==> src/rtl/imm_extend_pipe.sv <==
// Pipelined immediate extender: zero/sign/upper/branch-offset modes with a
// registered valid/ready output stage, a one-entry skid buffer and a flush.
module imm_extend_pipe #(
  parameter int IN_W  = 16,
  parameter int OUT_W = 32,
  parameter int SHAMT = 2,
  parameter int TAG_W = 5
) (
  input  logic             clk,
  input  logic             rst_n,
  input  logic             flush,
  input  logic             in_valid,
  output logic             in_ready,
  input  logic [IN_W-1:0]  in_imm,
  input  logic [1:0]       in_mode,
  input  logic [TAG_W-1:0] in_tag,
  output logic             out_valid,
  input  logic             out_ready,
  output logic [OUT_W-1:0] out_imm,
  output logic [TAG_W-1:0] out_tag
);

  localparam int PAD_W = OUT_W - IN_W;

  typedef enum logic [1:0] {
    MODE_ZERO   = 2'b00,
    MODE_SIGN   = 2'b01,
    MODE_UPPER  = 2'b10,
    MODE_BRANCH = 2'b11
  } mode_t;

  logic [OUT_W-1:0] ext_zero;
  logic [OUT_W-1:0] ext_sign;
  logic [OUT_W-1:0] ext_upper;
  logic [OUT_W-1:0] ext_branch;
  logic [OUT_W-1:0] ext_imm;

  logic             sk_valid;
  logic [OUT_W-1:0] sk_imm;
  logic [TAG_W-1:0] sk_tag;

  always_comb begin
    ext_zero   = {{PAD_W{1'b0}}, in_imm};
    ext_sign   = {{PAD_W{in_imm[IN_W-1]}}, in_imm};
    ext_upper  = {in_imm, {PAD_W{1'b0}}};
    ext_branch = ext_sign << SHAMT;
    case (mode_t'(in_mode))
      MODE_ZERO:   ext_imm = ext_zero;
      MODE_SIGN:   ext_imm = ext_sign;
      MODE_UPPER:  ext_imm = ext_upper;
      default:     ext_imm = ext_branch;
    endcase
  end

  // The skid slot is the only thing that can block upstream, so in_ready is
  // simply its inverted valid flop and never sees out_ready combinationally.
  assign in_ready = ~sk_valid;

  always_ff @(posedge clk or negedge rst_n) begin
    if (!rst_n) begin
      out_valid <= 1'b0;
      out_imm   <= '0;
      out_tag   <= '0;
      sk_valid  <= 1'b0;
      sk_imm    <= '0;
      sk_tag    <= '0;
    end else if (flush) begin
      out_valid <= 1'b0;
      sk_valid  <= 1'b0;
    end else if (!out_valid || out_ready) begin
      // Output slot frees up: the older skid entry always goes first.
      if (sk_valid) begin
        out_valid <= 1'b1;
        out_imm   <= sk_imm;
        out_tag   <= sk_tag;
        sk_valid  <= 1'b0;
      end else if (in_valid) begin
        out_valid <= 1'b1;
        out_imm   <= ext_imm;
        out_tag   <= in_tag;
      end else begin
        out_valid <= 1'b0;
      end
    end else if (in_valid && !sk_valid) begin
      sk_valid <= 1'b1;
      sk_imm   <= ext_imm;
      sk_tag   <= in_tag;
    end
  end

endmodule

==> config.mk <==
export PLATFORM = sky130hd
export DESIGN_NAME = imm_extend_pipe
export DESIGN_NICKNAME = d
export VERILOG_FILES = /design/src/rtl/imm_extend_pipe.sv
export SDC_FILE = /design/constraint.sdc
export NUM_CORES = 1
export LEC_CHECK = 0
export ABC_AREA = 1
export CAP_MARGIN = 10
export CORE_ASPECT_RATIO = 1.75
export CORE_MARGIN = 5
export CORE_UTILIZATION = 53
export DETAILED_ROUTE_END_ITERATION = 10
export MAX_ROUTING_LAYER = met4
export PLACE_DENSITY = 0.79
export SLEW_MARGIN = 20
export SYNTH_ARGS = -nofsm -noshare
export SYNTH_HDL_FRONTEND = slang
export SYNTH_SLANG_ARGS = --single-unit
==> constraint.sdc <==
create_clock -name clk -period 1.6 [get_ports clk]
set_clock_uncertainty 0.15 [all_clocks]
set_input_delay 0.4 -clock clk [delete_from_list [all_inputs] [get_ports clk]]
set_output_delay 0.4 -clock clk [all_outputs]
set_load 0.02 [all_outputs]
==> reports/metrics.cfg <==
[synthesis]
synth_top_area_cell = dfrtp_1
yosysWarnings = 0
synth_edf_count = 0
ys_ff_latch = 76
netlist.area_leader.share = 0.492
synth_cell_type_count = 21
synth_fp_nets = 548
synth_commonest_cells = nand2_1 (230), dfrtp_1 (76), nand3_1 (61), nor2_1 (35), inv_1 (28)
synthArstFlopShare = 1.00
postSynthAreaPerCell_um2 = 7.43
synth_area_um2 = 3860
yosys.area_share.simple = 0.380
synthFlopType = dfrtp_1
synth_top_family_by_area = simple AND/OR/NAND/NOR gates
synth_xor_area_frac = 0
netlist_top_cells_area = dfrtp_1 (49%), nand2_1 (22%), nand3_1 (7.9%)
synth-seq-area-share = 0.492
synth-compound-area-share = 0.0389
syn-instance-count = 520
synth_mux_area_frac = 0
synthMostInstantiatedCell = nand2_1
synth_adder_area_share = 0

[global_route]
grt_pass1_wl_mm = 16.6
grt_pass1_vias = 3614
grt_max_degree = 49
overflow = 0
track_usage = 0.245
antenna_found_initial = 0

[worst_setup_path]
crit_arrival_ns = 1.01
critPathKind = reg2out
crit_path_top_delay_cell = dfrtp_1
path_buf_inv = 1
crit_chain = clkdlybuf4s15_1
startpoint_type = flop
crit_family = flip-flops
max_stage_delay_ns = 0.39
worst-path-max-fanout = 2
critPathCaptureType = output port
required_ns = 1.05

[pwr]
totalPowerFinal_mw = 5.75
vdd_drop_max_uv = 888
cellLeakagePower_nw = 2.76
power.density_nw_per_um2 = 1130

[clock_tree]
path_clk_slew_ns = 0.06
cts_root_buffer = clkbuf_16
htree_num_levels = 3
cts.path.max_buffers = 2
cts_buffers = 9
cts_tree = built
clk_latency_ns = 0.33
clock-sinks = 76

[timing]
tightest_slew_ns = 0.380
setup_viol = 0
slew_headroom = 0.746
hold_violations = 0
period_share = 0.978
fin_crit_ns = 1.56
rsz0062_at_grt = true
max_freq_mhz = 639
slew_violations = 0

[routing]
drtAntennaViolNets = 0
drt_iter0_drc = 381
vias_per_cell = 5.39
totalWireLength_mm = 10.2
drc = 0
vias = 3732
wire_per_inst_um = 14.8
drtPass1Iterations = 5

[finish]
area_growth_syn_to_layout_pct = 31.7
final_cells = 692
n_antenna_cell = 0
final_nets = 629
drive_gt1_frac = 0.120
num-fill-cells = 575
utilization = 0.709

[floorplan]
die_area_um2 = 9160
die_h_um = 123
core_um2 = 7180
io-pin-count = 67
die_x_um = 74.5
start_util = 0.538
num_rows = 41

[placement]
gp_congestion = 0.874
dp.final_hpwl_mm = 7.20
portBuffers = 66
dp_cells = 672

[status]
status = complete, no violations

[job]
maxCapViolations = 0

[worst_hold_path]
hold_class = reg2reg

-- area by class of cell --
cell class                 instances  area, um2  area share
sequential                        76       1900       0.374
multi-input combinational        378       1630       0.320
timing repair buffer             102       1020       0.200
clock buffer                      12        256      0.0504
inverter                          33        144      0.0283
tap                               86        108      0.0211
clock inverter                     4       23.8     0.00467
timing repair inverter             1       7.51     0.00147
-- where the power goes --
group	leakage [nW]	switching [mW]	internal [mW]
clock network	0.142	0.761	1.13
logic	1.65	0.797	0.546
registers	0.965	0.192	2.33
total	2.76	1.75	4.00
-- registers in the layout, summed over array words and instances (netlist names) --
signal     count
out_tag        5
sk_imm        32
sk_tag         5
out_valid      1
out_imm       32
sk_valid       1
-- worst paths after layout --
path,slack [ns],cells after the start,to,startpoint
worst max-delay path,0.04,1,out_tag[3],out_tag[3]
worst min-delay path,0.33,2,out_imm[12],out_imm[12]
min in group asynchronous,0.36,2,sk_imm[17],rst_n
worst max register to register,0.09,8,out_imm[17],sk_valid
worst min register to register,0.33,2,out_imm[12],out_imm[12]
max in group asynchronous,0.48,3,sk_imm[9],rst_n
-- per-stage QoR --
stage	hold WS [ns]	TNS, ns	worst slack, ns	instance area (um2)
detailed placement	0.173	-20.81	-0.382	4720
CTS	0.326	0	0.000764	4970
floorplan	-0.0456	0	0.221	3860
global placement	0.172	-18.86	-0.344	4720
global route	0.347	-0.131	-0.0432	5090
finish	0.329	0	0.0356	5090
-- what timing repair did --
item / 4_1_cts / 5_1_grt
gates resized for setup: 51 / 53
pin swaps: 0 / 1
buffers inserted: 0 / 1
endpoints found under the hold margin: 19 / 0
hold buffers: 1 / 0
setup endpoints to repair: 51 / 87
cloned: 0 / 2
-- cell families (layout without fill, tap and decap cells) --
kind of cell | count (synthesis) | in the layout
and+or+nand+nor | 348 | 348
buffers and inverters | 66 | 152
AOI/OAI and AO/OA | 30 | 30
DFF | 76 | 76
-- placed cells by master (no fill, tap or decap) --
cell type,n
nand2_1,229
dfrtp_1,76
nand3_1,60
nor2_1,35
clkdlybuf4s15_1,33
inv_1,27
buf_4,26
o21ai_0,24
clkdlybuf4s50_1,24
nand4_1,15
clkbuf_16,10
buf_12,7
o21ai_1,6
clkbuf_2,5
clkinv_2,4
nor2_4,3
inv_4,2
clkinvlp_4,2
nand3_2,2
nand2_2,2
clkinv_4,2
clkbuf_8,2
dlymetal6s2s_1,2
buf_6,2
nand2_4,1
nand3_4,1
inv_6,1
clkbuf_1,1
dlygate4sd3_1,1
buf_2,1
-- routing by layer --
layer | up-vias | part of all wire | GRT usage
li1 | 1795 | - | -
met1 | 1756 | 0.39 | 0.287
met2 | 157 | 0.52 | 0.401
met3 | 24 | 0.057 | 0.0537
met4 | 0 | 0.031 | 0.104
met5 | - | 0 | -
No activity file was read; power rests on OpenSTA's default activity.
